[src/rtl/rvfi_thread_router.sv]
// Routes per-core RVFI commits to per-thread monitor ports and performs
// scheduler-driven pairwise thread swaps between cores once both have drained.
module rvfi_thread_router #(
    parameter int          NUM_CORES = 2,
    parameter int          PKT_W     = 375,
    parameter logic [31:0] RESET_PC  = 32'h1eceb000,
    parameter int          IDX_W     = $clog2(NUM_CORES)
) (
    input  logic                                clk,
    input  logic                                rst,
    input  logic [NUM_CORES-1:0]                core_valid,
    input  logic [NUM_CORES-1:0][PKT_W-1:0]     core_pkt,
    input  logic [NUM_CORES-1:0][31:0]          core_pc_wdata,
    input  logic [NUM_CORES-1:0]                core_drained,
    input  logic                                swap_req,
    input  logic [IDX_W-1:0]                    swap_a,
    input  logic [IDX_W-1:0]                    swap_b,
    output logic                                swap_ack,
    output logic                                swap_busy,
    output logic [NUM_CORES-1:0]                core_swap_pc,
    output logic [NUM_CORES-1:0][31:0]          core_resume_pc,
    output logic [NUM_CORES-1:0]                mon_valid,
    output logic [NUM_CORES-1:0][PKT_W-1:0]     mon_pkt,
    output logic [NUM_CORES-1:0][IDX_W-1:0]     thread_of_core,
    output logic [NUM_CORES-1:0][63:0]          thread_retired
);

    typedef enum logic [1:0] {IDLE, DRAIN, SWAP, ACK} state_t;

    state_t                          state, state_nxt;
    logic [IDX_W-1:0]                sw_a, sw_b;
    logic                            req_bad;
    logic [NUM_CORES-1:0][31:0]      last_pc;
    logic [NUM_CORES-1:0]            route_valid;
    logic [NUM_CORES-1:0][PKT_W-1:0] route_pkt;
    logic [NUM_CORES-1:0][31:0]      route_pc;

    assign swap_ack  = (state == ACK);
    assign swap_busy = (state != IDLE);

    always_comb begin
        req_bad = (swap_a == swap_b)
               || (32'(swap_a) >= 32'(NUM_CORES))
               || (32'(swap_b) >= 32'(NUM_CORES));
    end

    always_comb begin
        state_nxt = state;
        case (state)
            IDLE:    if (swap_req) state_nxt = req_bad ? ACK : DRAIN;
            DRAIN:   if (core_drained[sw_a] && core_drained[sw_b]) state_nxt = SWAP;
            SWAP:    state_nxt = ACK;
            ACK:     state_nxt = IDLE;
            default: state_nxt = IDLE;
        endcase
    end

    always_ff @(posedge clk) begin
        if (rst) begin
            state <= IDLE;
            sw_a  <= '0;
            sw_b  <= '0;
        end else begin
            state <= state_nxt;
            if (state == IDLE && swap_req) begin
                sw_a <= swap_a;
                sw_b <= swap_b;
            end
        end
    end

    // Core-indexed commits scattered onto thread-indexed lanes via the current mapping.
    always_comb begin
        route_valid = '0;
        route_pkt   = '0;
        route_pc    = '0;
        for (int unsigned c = 0; c < NUM_CORES; c++) begin
            route_valid[thread_of_core[c]] = core_valid[c];
            route_pkt[thread_of_core[c]]   = core_pkt[c];
            route_pc[thread_of_core[c]]    = core_pc_wdata[c];
        end
    end

    always_ff @(posedge clk) begin
        if (rst) begin
            for (int unsigned c = 0; c < NUM_CORES; c++) begin
                thread_of_core[c] <= IDX_W'(c);
                last_pc[c]        <= RESET_PC;
            end
            thread_retired <= '0;
            mon_valid      <= '0;
            mon_pkt        <= '0;
            core_swap_pc   <= '0;
            core_resume_pc <= '0;
        end else begin
            mon_valid    <= route_valid;
            core_swap_pc <= '0;
            for (int unsigned t = 0; t < NUM_CORES; t++) begin
                if (route_valid[t]) begin
                    mon_pkt[t]        <= route_pkt[t];
                    last_pc[t]        <= route_pc[t];
                    thread_retired[t] <= thread_retired[t] + 64'd1;
                end
            end
            if (state == SWAP) begin
                thread_of_core[sw_a] <= thread_of_core[sw_b];
                thread_of_core[sw_b] <= thread_of_core[sw_a];
                // A commit in this cycle has not reached last_pc yet, so take it directly.
                core_resume_pc[sw_a] <= core_valid[sw_b] ? core_pc_wdata[sw_b]
                                                         : last_pc[thread_of_core[sw_b]];
                core_resume_pc[sw_b] <= core_valid[sw_a] ? core_pc_wdata[sw_a]
                                                         : last_pc[thread_of_core[sw_a]];
                core_swap_pc[sw_a]   <= 1'b1;
                core_swap_pc[sw_b]   <= 1'b1;
            end
        end
    end

endmodule

[config.mk]
export PLATFORM = sky130hd
export DESIGN_NAME = rvfi_thread_router
export DESIGN_NICKNAME = d
export VERILOG_FILES = /design/src/rtl/rvfi_thread_router.sv
export SDC_FILE = /design/constraint.sdc
export NUM_CORES = 2
export LEC_CHECK = 0
export ABC_AREA = 1
export BUFFER_PORTS_ARGS = -buffer_cell sky130_fd_sc_hd__buf_4
export CAP_MARGIN = 5
export CORE_AREA = 4 4 694 696
export DETAILED_ROUTE_END_ITERATION = 16
export DIE_AREA = 0 0 698 700
export HOLD_SLACK_MARGIN = 0.08
export PLACE_DENSITY_LB_ADDON = 0.3
export SLEW_MARGIN = 10
export SYNTH_ARGS = -nofsm -noshare
export SYNTH_HDL_FRONTEND = slang
export SYNTH_SLANG_ARGS = --single-unit
[constraint.sdc]
create_clock -name clk -period 1.6 [get_ports clk]
set_clock_uncertainty 0.05 [all_clocks]
set_input_delay 0.32 -clock clk [delete_from_list [all_inputs] [get_ports clk]]
set_output_delay 0.32 -clock clk [all_outputs]
set_load 0.005 [all_outputs]
=== Word-level counts from Yosys, hierarchy flattened ===
Index checks and enable logic that the tools add are counted.

* Register bits after elaboration: 1016
* Input bits: 823
* Output and inout port bits: 950
* Logic and storage cells: 101

* $add $sub $neg: 2
* Magnitude comparators: 10
* Equality and inequality tests: 6
* Multiplexer cells: 53
* Bitwise operators: 5
* Reduce and logical (&&, ||, !) cells: 10

{| class="wikitable"
|+ Operator list
! operator !! number
|-
| $and 750x750->750 || 1
|-
| $bwmux 750 || 1
|-
| $demux 375 s1 || 2
|-
| $mux 375 || 2
|-
| $mux 32 || 14
|-
| $bwmux 64 || 3
|-
| $add 64x1->64 const B || 2
|-
| $demux 32 s1 || 4
|-
| $and 64x64->64 || 1
|-
| $mux 1 || 16
|-
| $lt 1x2->1 const B || 6
|-
| $pmux 2 s4 || 1
|-
| $bwmux 2 || 3
|-
| $logic_and 1x1->1 || 6
|-
| $mux 2 || 3
|-
| $demux 1 s1 || 4
|-
| $eq 2x2->1 const B || 2
|-
| $ge 1x1->1 const B || 4
|-
| $ne 2x2->1 const B || 2
|-
| $and 2x2->2 || 1
|-
| $eq 2x1->1 const B || 1
|-
| $logic_not 2->1 || 1
|-
| $or 2x2->2 || 1
|-
| $reduce_and 2->1 || 1
|-
| 4 further kinds || 4
|}

=== Logic depth before layout (Yosys ltp) ===
* Depth after elaboration: 7
* Depth in mapped cells: 13
* Mapped depth without buffers: 11

=== Worst setup path before layout ===
OpenSTA, ideal clock, no wires.

* Path kind: reg2reg
* From: reg thread_retired[64] (netlist name)
* To: reg thread_retired[108] (netlist name)
* Setup time: 0.115 ns
* Arrival time: 1.538 ns
* Required time: 1.435 ns
* Setup slack: -0.103 ns
* Stages on the path, launching flop included: 11
* Buffers on the path: 0
* Period minus slack after synthesis: 1.703 ns
* Path through: dfxtp_1 ha_1 inv_1 nor2_1 nand2_1 nor2_1 nand3_1 nor2_1 nand3_1 nand2_1 nor2_1

* Word-level cells in the longest chain between the ends: 1

{| class="wikitable"
|+ Ends and longest elaborated chain
! item !! RTL line !! text
|-
| start: declaration || 25 || <nowiki>output logic [NUM_CORES-1:0][63:0] thread_retired</nowiki>
|-
| start signal: indexed assignment || 102 || <nowiki>thread_retired[t] <= thread_retired[t] + 64'd1;</nowiki>
|-
| $add 64x1->64 || 102 ||
|}

No other way between the ends.
A chain may end at the register's enable or synchronous reset.

=== Worst setup path in the final report ===
* From: reg thread_of_core[1] (netlist name)
* To: reg mon_pkt[216] (netlist name)

* Word-level cells in the longest chain between the ends: 5
* Elaborated cells between the ends (all ways): 9
* Those cells by class: 2 x order compare; 6 x mux; 1 x reduce/logical

{| class="wikitable"
|+ Ends and longest elaborated chain
! item !! RTL line !! text
|-
| start: declaration || 24 || <nowiki>output logic [NUM_CORES-1:0][IDX_W-1:0] thread_of_core,</nowiki>
|-
| start signal: indexed assignment || 87 || <nowiki>thread_of_core[c] <= IDX_W'(c);</nowiki>
|-
| start signal: indexed assignment || 106 || <nowiki>thread_of_core[sw_a] <= thread_of_core[sw_b];</nowiki>
|-
| start signal: indexed assignment || 107 || <nowiki>thread_of_core[sw_b] <= thread_of_core[sw_a];</nowiki>
|-
| $lt 1x2->1 (not written as such) / $ge 1x1->1 (equally long branches) || 78, 79 ||
|-
| $logic_and 1x1->1 (not written as such) || 78, 79 ||
|-
| $mux 375 (not written as such) / $mux 1 (equally long branches) || 79, 78 ||
|-
| $demux 375 s1 / $demux 1 s1 (equally long branches) || 79, 78 ||
|-
| $bwmux 750 / $bwmux 2 (equally long branches) || 79, 78 ||
|-
| end signal: indexed assignment || 100 || <nowiki>mon_pkt[t] <= route_pkt[t];</nowiki>
|-
| end: declaration || 23 || <nowiki>output logic [NUM_CORES-1:0][PKT_W-1:0] mon_pkt,</nowiki>
|}

Several ways; a longest one is shown, not always the timed one.

==> impl_metrics.ini <==
[yosys]
yosys_warnings = 0
synth_nets = 7732
synth-seq-cells = 1016
ys_seq_area_share_pct = 42.4
synthDistinctLibCells = 38
synthesis.area_um2 = 47900
syn_area_per_cell_um2 = 6.95
synth_cells = 6902

[job]
drv_cap = 0

[placed_design]
dpl.hpwl_um = 384000
placed_area_um2 = 73000
port-buffer-count = 1772
place_congestion = 0.957

[detailed_routing]
drtIter0Drc = 7410
wl_per_cell_um = 29.8
routed_wl_um = 492000
drcViolationCount = 0
final_antenna_net_count = 0
vias = 67900
via_per_inst = 4.11
dr.pass1.iters = 7

[final_layout]
drive_gt1_share_pct = 36.4
nFillCells = 52800
finish.utilization_pct = 20.7
syn_to_final_growth_pct = 105
nets = 10900
fin_area_um2 = 98400

[hold_path]
hold_start = core_valid[0]
hold_class = in -> reg

[critical_path]
critPathBufInv = 10
rrSetupSlack_ns = -0.44
arrival_ns = 2.73
cp-startpoint = thread_of_core[1]
r2r_cells = 13
cp.depth = 13
cp_max_fo = 7
required_ns = 2.29
r2r-end = mon_pkt[216]
crit_end = mon_pkt[216]
crit_chain = buf_6 > inv_8 > nand2_8 > nand2_8 > buf_12 > buf_16 > buf_12 > buf_12 > buf_12 > buf_12 > buf_12 > buf_16 > a31oi_1
crit_top_cell = buf_12
cpLargestDelayFamily = buffers and inverters
path_class = reg -> reg
cp_slowest_cell = dfxtp_4
slowest_delay_ns = 0.37
startpoint_type = flop
r2r_start = thread_of_core[1]
crit_path_end_kind = flop

[power]
switchingPower_mw = 55.3
p_clk_share_pct = 26.3
max-vdd-ir-drop_mv = 0.842
swShare_pct = 41.2
intPower_mw = 78.9
leakage_nw = 40.6
combPwrFrac_pct = 47.7
seqPwrFrac_pct = 25.9
powerDensity_nw_per_um2 = 1360

[floorplanning]
die_y_um = 700
std_cell_rows = 253
start_util_pct = 10.1
pin_count = 1773
dieWidth_um = 698
die_area_um2 = 489000
coreArea_um2 = 475000

[sta]
finalCriticalPeriod_ns = 2.04
period_share_pct = 127
max_freq_ghz = 0.491
whs_ns = 0.163
rsz0062_at_grt = yes
hold_viol_final = 0
setup_viol = 1961
slew_viol_final = 0
tightest_slew_ns = 0.767
finalSetupTns_ns = -401.69
setup_ws_ns = -0.439
slew-limit-headroom_pct = 48.8

[clocking]
cts_tree = done
cts_buffers = 149
cts_max_path_buffers = 4
clock-root-buffer = clkbuf_16
clock_sinks = 1016
htreeDepth = 4
clk-insertion-delay-late_ns = 0.83
clkTransAtPathRegs_ns = 0.06

[status]
outcome = finished with violations
violations = negative setup slack

[global_route]
grt.total_usage_pct = 18.6
grt_pass1_wl_um = 620000
antenna_found_initial = 161
first_global_vias = 63600
grt-ovfl-total = 0
grt_max_degree = 82
## worst register-to-register path, delay by kind of cell (launching register included)
kind	cells	cell delay, ns
AO/OA/AOI/OAI	1	0.12
buffers and inverters	10	1.29
flip-flops	1	0.37
AND/OR/NAND/NOR	2	0.12
## power groups by stage
stage,registers (mW),clock network [mW],logic [mW]
after global placement,34.5,0,47.0
after global routing,35.2,37.1,67.5
final,34.8,35.4,64.1
after CTS,34.6,36.3,59.7
after detailed placement,34.5,0,47.0
after floorplan,33.4,0,16.9
## state kept, by name (all words and copies together) (netlist names)
name,count
mon_valid,2
state,2
thread_retired,128
sw_b,1
sw_a,1
mon_pkt,750
core_swap_pc,2
core_resume_pc,64
thread_of_core,2
last_pc,64
## kinds of logic (layout without fill, tap and decap cells)
| group | Yosys count | in the layout | synth area share (%) |
|---|---|---|---|
| AO/OA/AOI/OAI | 1962 | 1962 | 22.8 |
| XOR/XNOR | 17 | 17 | 0.311 |
| adder cells (fa/ha/maj) | 7 | 7 | 0.183 |
| buffers and inverters | 922 | 4183 | 7.79 |
| flip-flops | 1016 | 1016 | 42.4 |
| other | 0 | 107 | 0 |
| AND/OR/NAND/NOR | 2978 | 2978 | 26.4 |
## cells in the final DEF, fill, tap and decap left out, types with 57 or more instances in the layout
| cell type | instances |
|---|---|
| dfxtp_4 | 121 |
| nand2_1 | 1273 |
| nand3_2 | 57 |
| o211ai_1 | 65 |
| buf_16 | 114 |
| buf_4 | 2081 |
| nor2_1 | 447 |
| dfxtp_2 | 124 |
| buf_12 | 235 |
| nand3_1 | 924 |
| clkbuf_16 | 189 |
| inv_1 | 276 |
| o21ai_2 | 96 |
| a31oi_1 | 732 |
| dfxtp_1 | 771 |
| diode_2 | 107 |
| o21ai_1 | 202 |
| o21ai_0 | 640 |
| dlygate4sd3_1 | 820 |
| a21oi_1 | 172 |
| buf_6 | 285 |
## how the worst min path moves through the flow
stage                                     to  slack, ns  depth (start not counted)
after floorplan                   last_pc[0]       0.39                          2
after global placement            last_pc[7]       0.40                          2
after detailed placement          last_pc[7]       0.40                          2
after CTS                 thread_retired[65]       0.02                          7
after global routing            mon_pkt[118]       0.11                          6
final                           mon_pkt[118]       0.16                          6
## cell type report
class	count	area, µm²	area share [%]
Multi-Input combinational cell	4964	26200	26.6
Sequential cell	1016	20900	21.3
Antenna cell	107	268	0.272
Clock buffer	212	4370	4.44
Timing Repair Buffer	3633	37000	37.6
Inverter	293	1140	1.16
Clock inverter	45	649	0.660
Tap cell	6247	7820	7.94
## per-layer routing
| metal | global-route usage (%) | routed length, µm | up-vias |
|---|---|---|---|
| met2 | 28.9 | 215000 | 3498 |
| met3 | 9.07 | 61600 | 681 |
| met1 | 22.0 | 192000 | 33000 |
| li1 | - | - | 30600 |
| met4 | 6.79 | 22200 | 78 |
| met5 | 0.660 | 947 | - |
## cell usage after synthesis
cell type	number	area share, %
inv_2	5	0.039
inv_1	288	2.3
dfxtp_1	1016	42
nand3b_1	5	0.078
clkbuf_1	415	3.2
and2_1	5	0.065
nor3_1	33	0.34
buf_4	10	0.16
nor2_1	523	4.1
a221oi_1	1	0.018
a211oi_1	1	0.016
nand3_2	1	0.021
nor2b_1	1	0.013
o21ai_0	838	8.7
nor3b_1	4	0.063
ha_1	7	0.18
o22ai_1	2	0.026
and3_1	4	0.052
xor2_1	12	0.22
o21bai_1	3	0.047
buf_6	1	0.023
o211ai_1	65	1.0
nand2_2	2	0.026
nand4_1	39	0.51
nor3_2	2	0.042
o21ai_2	2	0.037
nand3_1	1001	10
nor2_4	1	0.023
o21ai_1	113	1.2
nor4_1	1	0.013
o21a_1	3	0.047
xnor2_1	5	0.091
nor2_2	6	0.078
nand2_1	1350	11
a21oi_1	182	1.9
buf_2	183	1.9
a31oi_1	752	9.8
buf_1	20	0.16
## through the flow
stage | std cells | setup WS (ns) | total power [mW]
3_5_place_dp | 14900 | -0.407 | 81.4
5_1_grt | 16400 | -0.522 | 140
2_1_floorplan | 6902 | -0.00481 | 50.3
4_1_cts | 16300 | -0.530 | 131
3_3_place_gp | 14900 | -0.437 | 81.5
6_report | 16500 | -0.439 | 134
## what timing repair did
action / CTS / global route
gates cloned: 81 / 47
gates resized for setup: 1372 / 516
hold buffers: 820 / 0
hold endpoints to repair: 917 / 0
pin swaps: 61 / 119
endpoints found under the setup margin: 1953 / 1963
setup buffers: 223 / 76
Power figures use the tool's default switching activity.
